<file path="src/rtl/t03_gpio_pattern_gen.sv">
// Run-time configurable GPIO pattern generator: NCH channels, each OFF, CONST,
// SQUARE or PWM, gated onto pin_out/pin_oeb by a registered copy of en.
module t03_gpio_pattern_gen #(
    parameter int unsigned NCH    = 8,
    parameter int unsigned CNT_W  = 16,
    parameter int unsigned DUTY_W = 8,
    localparam int unsigned CH_W  = (NCH > 1) ? $clog2(NCH) : 1
) (
    input  logic              clk,
    input  logic              nrst,
    input  logic              en,
    input  logic              cfg_we,
    input  logic [CH_W-1:0]   cfg_ch,
    input  logic [1:0]        cfg_mode,
    input  logic [CNT_W-1:0]  cfg_val,
    output logic [NCH-1:0]    pin_out,
    output logic [NCH-1:0]    pin_oeb
);

    localparam logic [1:0] MODE_OFF    = 2'd0;
    localparam logic [1:0] MODE_CONST  = 2'd1;
    localparam logic [1:0] MODE_SQUARE = 2'd2;

    // One extra bit so that NCH itself is representable when NCH is a power of two.
    localparam logic [CH_W:0] NCH_L = (CH_W + 1)'(NCH);

    logic [NCH-1:0][1:0]       mode_q, mode_d;
    logic [NCH-1:0][CNT_W-1:0] val_q, val_d;
    logic [NCH-1:0][CNT_W-1:0] cnt_q, cnt_d;
    logic [NCH-1:0]            lvl_q, lvl_d;
    logic                      en_q;
    logic                      cfg_hit_c;

    assign cfg_hit_c = cfg_we && ({1'b0, cfg_ch} < NCH_L);

    // Per-channel pattern update; a config write to a channel overrides its update.
    always_comb begin
        mode_d = mode_q;
        val_d  = val_q;
        cnt_d  = cnt_q;
        lvl_d  = lvl_q;
        for (int i = 0; i < NCH; i++) begin
            if (en) begin
                case (mode_q[i])
                    MODE_OFF: begin
                        cnt_d[i] = '0;
                        lvl_d[i] = 1'b0;
                    end
                    MODE_CONST: begin
                        cnt_d[i] = '0;
                        lvl_d[i] = val_q[i][0];
                    end
                    MODE_SQUARE: begin
                        if (cnt_q[i] == val_q[i]) begin
                            cnt_d[i] = '0;
                            lvl_d[i] = ~lvl_q[i];
                        end else begin
                            cnt_d[i] = cnt_q[i] + CNT_W'(1);
                        end
                    end
                    default: begin
                        cnt_d[i]             = '0;
                        cnt_d[i][DUTY_W-1:0] = cnt_q[i][DUTY_W-1:0] + DUTY_W'(1);
                        lvl_d[i]             = cnt_q[i][DUTY_W-1:0] < val_q[i][DUTY_W-1:0];
                    end
                endcase
            end
            if (cfg_hit_c && (cfg_ch == CH_W'(i))) begin
                mode_d[i] = cfg_mode;
                val_d[i]  = cfg_val;
                cnt_d[i]  = '0;
                lvl_d[i]  = 1'b0;
            end
        end
    end

    always_ff @(posedge clk) begin
        if (!nrst) begin
            mode_q <= '0;
            val_q  <= '0;
            cnt_q  <= '0;
            lvl_q  <= '0;
            en_q   <= 1'b0;
        end else begin
            mode_q <= mode_d;
            val_q  <= val_d;
            cnt_q  <= cnt_d;
            lvl_q  <= lvl_d;
            en_q   <= en;
        end
    end

    // Pins are a bare gate of flops so they stay glitch-free at the pad.
    assign pin_out = lvl_q & {NCH{en_q}};
    assign pin_oeb = {NCH{~en_q}};

endmodule
</file>
<file path="config.mk">
export PLATFORM = sky130hd
export DESIGN_NAME = t03_gpio_pattern_gen
export DESIGN_NICKNAME = d
export VERILOG_FILES = /design/src/rtl/t03_gpio_pattern_gen.sv
export SDC_FILE = /design/constraint.sdc
export NUM_CORES = 1
export LEC_CHECK = 0
export CORE_ASPECT_RATIO = 1.4
export CORE_MARGIN = 2
export CORE_UTILIZATION = 62
export DETAILED_ROUTE_END_ITERATION = 6
export GPL_TIMING_DRIVEN = 0
export PLACE_DENSITY = 0.78
export SLEW_MARGIN = 0
export SYNTH_ARGS = -nofsm -noshare
export SYNTH_HDL_FRONTEND = slang
export SYNTH_SLANG_ARGS = --single-unit
</file>
<file path="constraint.sdc">
create_clock -name clk -period 2.5 [get_ports clk]
set_input_delay 0.25 -clock clk [delete_from_list [all_inputs] [get_ports clk]]
set_output_delay 0.25 -clock clk [all_outputs]
set_load 0.03 [all_outputs]
</file>
==> impl_metrics.env, run 1 <==
export IMPL_cts_buffer_depth=3
export IMPL_synth_fp_nets=1846
export IMPL_synth_distinct_cells=59
export IMPL_crit_type="in2reg"
export IMPL_crit_path_end="cnt_q[81]"
export IMPL_fill_cells=1828
export IMPL_r2r_end="cnt_q[36]"
export IMPL_routed_wl_mm=38.3
export IMPL_netlist_area_um2=14200
export IMPL_grt_use_total=0.315
export IMPL_syn_inst=1749
export IMPL_htreeDepth=1
export IMPL_irDropWorstVdd_mv=0.840
export IMPL_final_net_count=1896
export IMPL_final_common_cell="nand2_1"
export IMPL_crit_path_max_fanout=10
export IMPL_slew_viol_final=0
export IMPL_pwr_density_cell_nw_per_um2=627
export IMPL_drtIter0Drc=865
export IMPL_finalPower_mw=9.96
export IMPL_avgViaCountPerCell=5.85
export IMPL_postRouteAntennaNets=0
export IMPL_mostFrequentLayoutCells="nand2_1 (371), dfxtp_1 (280), a21boi_0 (143)"
export IMPL_cts_buffers=28
export IMPL_fin_area_um2=15900
export IMPL_drive_gt1_frac=0.0577
export IMPL_crit_slowest_cell="clkbuf_1"
export IMPL_setup_viol=0
export IMPL_core_um2=22500
export IMPL_place_area_um2=14800
export IMPL_vias=12400
export IMPL_wl_per_cell_um=18.0
export IMPL_async_flop_share=0
export IMPL_final_min_clock_period_ns=2.48
export IMPL_ys_ff_latch=281
export IMPL_critPathArrivalTime_ns=2.95
export IMPL_rsz0062_at_grt="no"
export IMPL_path_clk_slew_ns=0.07
export IMPL_drc=0
export IMPL_drt_pre_antenna_iters=5
export IMPL_fin_skew_ns=0.0103
export IMPL_p_leak_nw=5.83
export IMPL_endpoint_kind="flip-flop"
export IMPL_max_stage_delay_ns=0.66
export IMPL_ys_seq_area_frac=0.395
export IMPL_slew_headroom=0.355
export IMPL_cts_tree="yes"
export IMPL_ctsHoldBuffers=0
export IMPL_hpwl_mm=26.9
export IMPL_grt_overflow_total=0
export IMPL_rr_worst_depth=7
export IMPL_crit_required_ns=2.97
export IMPL_grt_pass1_wl_mm=60.8
export IMPL_cp_startpoint="en"
export IMPL_n_antenna_cell=0
export IMPL_fmax_ghz=0.403
export IMPL_die_x_um=132
export IMPL_area_delta_synth_final_pct=11.5
export IMPL_ios=41
export IMPL_clock_latency_ns=0.55
export IMPL_crit_top_cell="buf_2"
export IMPL_r2r_start="val_q[38]"
export IMPL_core_rowCount=65
export IMPL_crit_path_start_kind="primary input"
export IMPL_antenna_found_initial=0
export IMPL_status="completed"
export IMPL_r2r_setup_slack_ns=0.23
export IMPL_cts_num_sinks=281
export IMPL_crit_family="buffers and inverters"
export IMPL_grt_max_degree=19
export IMPL_final_period_utilization=0.992
export IMPL_cp_depth=7
export IMPL_cts_root_buf="clkbuf_16"
export IMPL_ys_flop_type="dfxtp_1"
export IMPL_final_util=0.705
export IMPL_synth_edf_count=0
export IMPL_cp_num_buf_inv=5
export IMPL_yosysWarnings=0
export IMPL_tightest_slew_ns=0.968
export IMPL_io_buffers=21
export IMPL_max_cap_violations=0
export IMPL_die_h_um=183
export IMPL_grt_pass1_vias=12000
export IMPL_min_path_type="in2reg"
export IMPL_worstPathCellList="clkdlybuf4s50_1 -> buf_2 -> buf_2 -> buf_2 -> clkbuf_1 -> nand3_1 -> a21oi_1"
export IMPL_post_synth_cell_area_avg_um2=8.14
export IMPL_die_area_um2=24200
export IMPL_hold_viol=0
export IMPL_initial_core_util=0.632
export IMPL_place_gp_congestion=0.945
export IMPL_hold_ws_ns=0.130
## final cells by class
type	count	area, um^2	share of cell area
inverter	90	339	0.0214
clock inverter	16	250	0.0158
tap	301	377	0.0237
timing repair buffer	21	210	0.0132
multi-input combinational	1291	7880	0.496
clock buffer	36	802	0.0505
buffer	86	392	0.0247
sequential	281	5630	0.354
## worst min-delay path: stages
cell and delay (ns):
buf_2 0.21, nand2_1 0.09, a21boi_0 0.07
## synth_stat cells, drive strengths merged (4+ instances only)
cell type,count,area share
a211o,6,0.0037
a211oi,13,0.0069
a21boi,144,0.076
a21oi,37,0.013
a31oi,10,0.0044
a41oi,14,0.0086
and2,17,0.0075
and3,21,0.0092
and4,10,0.0062
buf,37,0.014
clkbuf,50,0.014
dfxtp,281,0.40
ha,72,0.063
inv,89,0.023
nand2,371,0.098
nand2b,6,0.0026
nand3,65,0.023
nand3b,11,0.0058
nand4,50,0.022
nand4b,6,0.0037
nor2,139,0.037
nor2b,10,0.0044
nor3,27,0.011
nor4,26,0.012
o211ai,10,0.0053
o21a,4,0.0021
o21ai,20,0.0070
o22ai,7,0.0031
o31ai,5,0.0026
or3,4,0.0018
xnor2,38,0.023
xor2,118,0.073
## repair_timing
| item | 4_1_cts | 5_1_grt |
|---|---|---|
| gates resized for setup | 2 | 1 |
| endpoints found under the setup margin | 36 | 5 |
| setup buffers | 0 | 0 |
| endpoints found under the hold margin | 0 | 0 |
| gates cloned | 0 | 0 |
## worst min path at each step
stage	startpoint	endpoint	cells past startpoint	slack [ns]
floorplan	val_q[100]	val_q[100]	2	0.44
global placement	val_q[87]	val_q[87]	2	0.45
detailed placement	val_q[21]	val_q[21]	2	0.46
CTS	cfg_val[7]	val_q[71]	3	0.12
global route	cfg_val[8]	val_q[72]	3	0.12
finish	cfg_val[7]	val_q[71]	3	0.13
## sequential cells by signal (all words and copies together) (netlist names)
name    cells
cnt_q     128
val_q     128
mode_q     16
lvl_q       8
en_q        1
## per-layer routing
metal	GRT usage	routed length, um	up-vias
met5	0	0	-
met4	0.155	2000	0
met3	0.0409	2720	125
met2	0.551	18500	417
met1	0.381	15100	5841
li1	-	-	6040
## through the flow
stage	setup slack, ns	instances	TNS [ns]
floorplan	0.626	1749	0
detailed placement	-0.863	2071	-37.20
CTS	0.111	2122	0
finish	0.0196	2122	0
global placement	-0.838	2071	-34.57
global route	0.00618	2122	0
## where the power goes
part	internal [mW]	switching, mW	total [mW]
Sequential	4.53	0.0439	4.57
Clock	2.89	1.84	4.73
Combinational	0.207	0.452	0.658
## cell families (layout without fill, tap and decap cells)
group                      count (synthesis)  count (layout)  share of synthesized area
and+or+nand+nor                          776             776                      0.251
AOI/OAI and AO/OA                        286             286                      0.142
DFF                                      281             281                      0.395
buffers and inverters                    177             249                     0.0515
xor gates and xnor gates                 156             156                     0.0960
adders and majority gates                 72              72                     0.0633
muxes                                      1               1                   0.000703
No activity file was read; power rests on OpenSTA's default activity.
==> inputs of run 2 (changes only) <==
--- a/config.mk
+++ b/config.mk
@@ -7,10 +7,10 @@
 export LEC_CHECK = 0
 export CORE_ASPECT_RATIO = 1.4
 export CORE_MARGIN = 2
-export CORE_UTILIZATION = 62
+export CORE_UTILIZATION = 56
 export DETAILED_ROUTE_END_ITERATION = 6
 export GPL_TIMING_DRIVEN = 0
-export PLACE_DENSITY = 0.78
+export PLACE_DENSITY = 0.74
 export SLEW_MARGIN = 0
 export SYNTH_ARGS = -nofsm -noshare
 export SYNTH_HDL_FRONTEND = slang
==> constraint.sdc (replaced) <==
create_clock -name clk -period 2.15 [get_ports clk]
set_input_delay 0.215 -clock clk [delete_from_list [all_inputs] [get_ports clk]]
set_output_delay 0.215 -clock clk [all_outputs]
set_load 0.03 [all_outputs]
==> run 2 against run 1 <==
Sequential share of layout area fell by 0.38 points. Non-clock buffer count rose by 2. Final area rose by 1.2%. Final cell count rose by 0.99%. Via count rose by 0.80%. Hold slack got worse by 0.042 ns. Routed wire length rose by 3.6%. Clock power rose by 14%. Register-to-register slack got worse by 0.16 ns. Clock-buffer cell count fell by 6. First-iteration DRC count rose by 3.9%. Critical path type is now reg2out. Critical endpoint is now pin_out[2].
==> impl_metrics.env, run 2 (synthesis results as in run 1) <==
export IMPL_core_um2=25200
export IMPL_hold_viol=0
export IMPL_final_common_cell="nand2_1"
export IMPL_fin_area_um2=16100
export IMPL_pre_cts_ws_ns=-1.20
export IMPL_seqCellArea_um2=5630
export IMPL_core_rowCount=69
export IMPL_final_net_count=1899
export IMPL_slew_headroom=0.389
export IMPL_crit_type="reg2out"
export IMPL_pwr_density_cell_nw_per_um2=715
export IMPL_crit_required_ns=1.93
export IMPL_cts_tree="yes"
export IMPL_p_sw_mw=2.84
export IMPL_initial_core_util=0.565
export IMPL_slew_viol_final=0
export IMPL_routed_wl_mm=39.7
export IMPL_top_regs="cnt_q x128, val_q x128, mode_q x16"
export IMPL_min_path_type="in2reg"
export IMPL_vias=12500
export IMPL_drt_pre_antenna_iters=5
export IMPL_die_x_um=139
export IMPL_postRouteAntennaNets=0
export IMPL_clkPwrFrac=0.467
export IMPL_mostFrequentLayoutCells="nand2_1 (371), dfxtp_1 (276), a21boi_0 (143)"
export IMPL_avgViaCountPerCell=5.84
export IMPL_ios=41
export IMPL_cts_num_sinks=281
export IMPL_clock_latency_ns=0.56
export IMPL_crit_path_start_kind="flip-flop"
export IMPL_hold_ws_ns=0.0882
export IMPL_grt_pass1_wl_mm=62.2
export IMPL_tightest_slew_ns=0.916
export IMPL_area_delta_synth_final_pct=12.9
export IMPL_cts_buffers=29
export IMPL_final_min_clock_period_ns=2.10
export IMPL_crit_path_max_fanout=9
export IMPL_hpwl_mm=27.5
export IMPL_critPathArrivalTime_ns=1.88
export IMPL_place_area_um2=14800
export IMPL_path_clk_slew_ns=0.07
export IMPL_p_int_mw=8.65
export IMPL_cts_buffer_depth=3
export IMPL_grt_max_degree=19
export IMPL_cts_root_buf="clkbuf_16"
export IMPL_grt_overflow_total=0
export IMPL_antenna_found_initial=0
export IMPL_seq_power_share=0.462
export IMPL_n_antenna_cell=0
export IMPL_fin_skew_ns=0.0108
export IMPL_place_gp_congestion=0.931
export IMPL_grt_pass1_vias=12000
export IMPL_fmax_ghz=0.476
export IMPL_setup_viol=0
export IMPL_max_cap_violations=0
export IMPL_status="completed"
export IMPL_p_sw_frac=0.247
export IMPL_combPwrFrac=0.071
export IMPL_drive_gt1_frac=0.0768
export IMPL_die_area_um2=26700
export IMPL_drtIter0Drc=899
export IMPL_irDropWorstVdd_mv=0.746
export IMPL_multiInputGateArea_um2=8060
export IMPL_die_h_um=193
export IMPL_drc=0
export IMPL_grt_use_total=0.292
export IMPL_fin_ws_ns=0.0512
export IMPL_fill_cells=2218
export IMPL_final_period_utilization=0.976
export IMPL_p_leak_nw=5.87
export IMPL_io_buffers=21
export IMPL_htreeDepth=1
export IMPL_endpoint_kind="output pin"
export IMPL_wl_per_cell_um=18.5
[run 2: cell types whose count changed in the layout (fill, tap and decap cells not counted), moves of 4 or more]
cell             before  now
clkdlybuf4s50_1      21   10
dlygate4sd2_1         0   10
nor4_1               24   17
a41oi_1              14    8
a41oi_2               0    6
clkinv_4              1    6
clkbuf_1             43   39
clkbuf_8              5    1
dfxtp_1             280  276
nor4_2                2    6
o21ai_1               5    1
[run 2: stage by stage]
stage | setup TNS (ns) | power (mW) | utilization | instances
floorplan | 0 | 5.90 | - | 1749
global placement | -83.43 | 6.17 | 0.589 | 2089
detailed placement | -88.46 | 6.19 | 0.589 | 2089
CTS | 0 | 11.5 | 0.630 | 2141
global route | -0.0564 | 11.9 | 0.637 | 2143
finish | 0 | 11.5 | 0.637 | 2143
[run 2: timing repair]
item                       4_1_cts  5_1_grt
buffers inserted                 0        2
gates resized for setup         20       33
setup endpoints to repair       77       82
pin swaps                        0        8
hold buffers                     0        0
[run 2: power groups by stage]
stage	Sequential (mW)	Combinational [mW]	Clock [mW]
final	5.31	0.813	5.37
after floorplan	5.41	0.487	0
after detailed placement	5.43	0.754	0
after global placement	5.43	0.741	0
after global routing	5.32	0.872	5.68
after CTS	5.31	0.754	5.44
[run 2: critical path, stage by stage, from the launching register on]
cell,delay [ns]
dfxtp_4,0.49
and2_1,0.17
clkdlybuf4s50_1,0.67
[run 2: per-layer routing]
metal  global-route usage  vias to the layer above  wire length [um]
met5                    0                        -                 0
met4                0.116                        0              1470
met3               0.0355                       85              2290
met2                0.531                      354             19800
met1                0.352                     6037             16100
li1                     -                     6047                 -
[run 2: final timing paths]
path / start / end / slack, ns / cells past startpoint
setup / recovery: en_q / pin_out[2] / 0.05 / 2
hold / removal: cfg_val[12] / val_q[28] / 0.09 / 3
setup reg to reg: val_q[102] / lvl_q[6] / 0.07 / 7
hold reg to reg: val_q[103] / val_q[103] / 0.46 / 2
[run 2: area by class of cell]
type / instances / share of cell area
timing repair buffer: 23 / 0.0134
clock buffer: 30 / 0.0460
inverter: 90 / 0.0212
multi-input combinational: 1291 / 0.502
sequential: 281 / 0.351
tap: 319 / 0.0248
clock inverter: 23 / 0.0174
buffer: 86 / 0.0249
==> inputs of run 3 (changes only) <==
--- a/config.mk
+++ b/config.mk
@@ -10,7 +10,9 @@
 export CORE_UTILIZATION = 56
 export DETAILED_ROUTE_END_ITERATION = 6
 export GPL_TIMING_DRIVEN = 0
+export HOLD_SLACK_MARGIN = 0.05
 export PLACE_DENSITY = 0.74
+export REMOVE_ABC_BUFFERS = 1
 export SLEW_MARGIN = 0
 export SYNTH_ARGS = -nofsm -noshare
 export SYNTH_HDL_FRONTEND = slang
==> run 3 against run 2 <==
Sequential power hardly changed. Sequential share of layout area grew 0.32 points. Global-route usage is 3.3 points lower. Non-clock buffer count down 63. Largest cell class unchanged. Utilization down 0.59 points. Combinational power is 4.9% lower. Final cell count fell by 2.9%. Sequential cell count unchanged. Critical path depth is the same. Clock skew increased by 0.0011 ns. Setup slack gained 0.0013 ns. Via count fell by 3.5%.
==> impl_metrics.env, run 3 (synthesis results as in run 1) <==
export IMPL_tightest_slew_ns=1.20
export IMPL_grt_overflow_total=0
export IMPL_slew_headroom=0.193
export IMPL_critPathArrivalTime_ns=1.88
export IMPL_p_leak_nw=5.83
export IMPL_initial_core_util=0.565
export IMPL_irDropWorstVdd_mv=0.777
export IMPL_postRouteAntennaNets=0
export IMPL_die_h_um=193
export IMPL_core_rowCount=69
export IMPL_min_path_type="in2reg"
export IMPL_die_x_um=139
export IMPL_top_regs="cnt_q x128, val_q x128, mode_q x16"
export IMPL_crit_path_max_fanout=9
export IMPL_core_um2=25200
export IMPL_die_area_um2=26700
export IMPL_pre_cts_ws_ns=-0.852
export IMPL_place_gp_congestion=0.918
export IMPL_fin_ws_ns=0.0524
export IMPL_cts_buffer_depth=3
export IMPL_fin_skew_ns=0.0119
export IMPL_area_delta_synth_final_pct=11.8
export IMPL_final_net_count=1838
export IMPL_clock_latency_ns=0.55
export IMPL_path_clk_slew_ns=0.06
export IMPL_rr_worst_depth=6
export IMPL_grt_max_degree=108
export IMPL_ios=41
export IMPL_fin_area_um2=15900
export IMPL_vias=12100
export IMPL_drc=0
export IMPL_antenna_found_initial=0
export IMPL_holdPathEnd="val_q[42]"
export IMPL_min_delay_start="nrst"
export IMPL_hpwl_mm=23.4
export IMPL_grt_pass1_wl_mm=57.1
export IMPL_drive_gt1_frac=0.0574
export IMPL_r2r_start="cnt_q[85]"
export IMPL_cts_buffers=29
export IMPL_grt_use_total=0.259
export IMPL_slew_viol_final=0
export IMPL_io_buffers=40
export IMPL_mostFrequentLayoutCells="nand2_1 (367), dfxtp_1 (277), a21boi_0 (143)"
export IMPL_crit_path_start_kind="flip-flop"
export IMPL_min_path_cells=2
export IMPL_crit_required_ns=1.93
export IMPL_status="completed"
export IMPL_final_common_cell="nand2_1"
export IMPL_r2r_setup_slack_ns=0.05
export IMPL_setup_viol=0
export IMPL_final_min_clock_period_ns=2.10
export IMPL_wl_per_cell_um=17.2
export IMPL_endpoint_kind="output pin"
export IMPL_pwr_density_cell_nw_per_um2=700
export IMPL_cts_tree="yes"
export IMPL_crit_type="reg2out"
export IMPL_max_cap_violations=0
export IMPL_r2r_end="lvl_q[5]"
export IMPL_fmax_ghz=0.477
export IMPL_drtIter0Drc=736
export IMPL_htreeDepth=1
export IMPL_place_area_um2=14700
export IMPL_cts_root_buf="clkbuf_16"
export IMPL_ctsHoldBuffers=0
export IMPL_hold_viol=0
export IMPL_avgViaCountPerCell=5.81
export IMPL_final_period_utilization=0.976
export IMPL_cts_num_sinks=281
export IMPL_grt_pass1_vias=11700
export IMPL_routed_wl_mm=35.9
export IMPL_drt_pre_antenna_iters=5
-- run 3: changes by cell type in the layout (fill, tap and decap cells not counted), moves of 5 or more --
cell / change
clkbuf_1: -33
clkbuf_2: -9
buf_2: -25
clkdlybuf4s50_1: +17
clkinv_4: -5
dlygate4sd2_1: -10
dlymetal6s2s_1: +10
-- run 3: power breakdown --
group | leakage [nW] | internal [mW] | switching (mW)
Combinational | 3.10 | 0.268 | 0.506
Sequential | 2.27 | 5.26 | 0.0480
Clock | 0.461 | 2.97 | 2.09
-- run 3: how the worst max path moves through the flow --
stage / to / startpoint / slack (ns)
2_1_floorplan: pin_oeb[0] / en_q / 0.22
3_3_place_gp: cnt_q[5] / nrst / -4.02
3_5_place_dp: cnt_q[117] / cfg_ch[2] / -0.85
4_1_cts: cnt_q[45] / cfg_ch[2] / -0.08
5_1_grt: lvl_q[5] / val_q[85] / -0.08
6_report: pin_out[7] / en_q / 0.05
-- run 3: per-stage QoR --
| step | TNS, ns | cells | total power [mW] | hold slack, ns | utilization |
|---|---|---|---|---|---|
| floorplan | 0 | 1662 | 5.79 | 0.308 | - |
| global placement | -836.86 | 2021 | 6.14 | 0.455 | 0.581 |
| detailed placement | -96.21 | 2023 | 6.13 | 0.457 | 0.582 |
| CTS | -1.37 | 2075 | 11.2 | 0.175 | 0.621 |
| global route | -0.326 | 2079 | 11.5 | 0.205 | 0.631 |
| finish | 0 | 2080 | 11.1 | 0.177 | 0.632 |
-- run 3: metal layers --
layer / share of wire / up-vias / track usage
li1: - / 5920 / -
met4: 0.036 / 0 / 0.0998
met5: 0 / - / 0
met3: 0.043 / 81 / 0.0263
met1: 0.42 / 5804 / 0.312
met2: 0.50 / 274 / 0.477
-- run 3: final cells by class --
| cell class | count | area [um^2] |
|---|---|---|
| multi-input cells | 1293 | 8100 |
| diodes | 1 | 2.50 |
| inverters | 90 | 343 |
| well taps | 319 | 399 |
| clock inverters | 11 | 143 |
| flip-flops and latches | 281 | 5630 |
| fillers | 2161 | 9290 |
| repair buffers | 46 | 498 |
| clock buffers | 39 | 803 |
-- run 3: worst max-delay path, cell delays in order, from the launching register on --
cell             delay [ns]
dfxtp_4                0.50
and2_1                 0.17
clkdlybuf4s50_1        0.66
-- run 3: repair_timing --
item,in CTS,in global routing
gates resized for setup,8,48
setup endpoints to repair,60,178
pin swaps,3,7
gates cloned,2,0
setup buffers,0,4
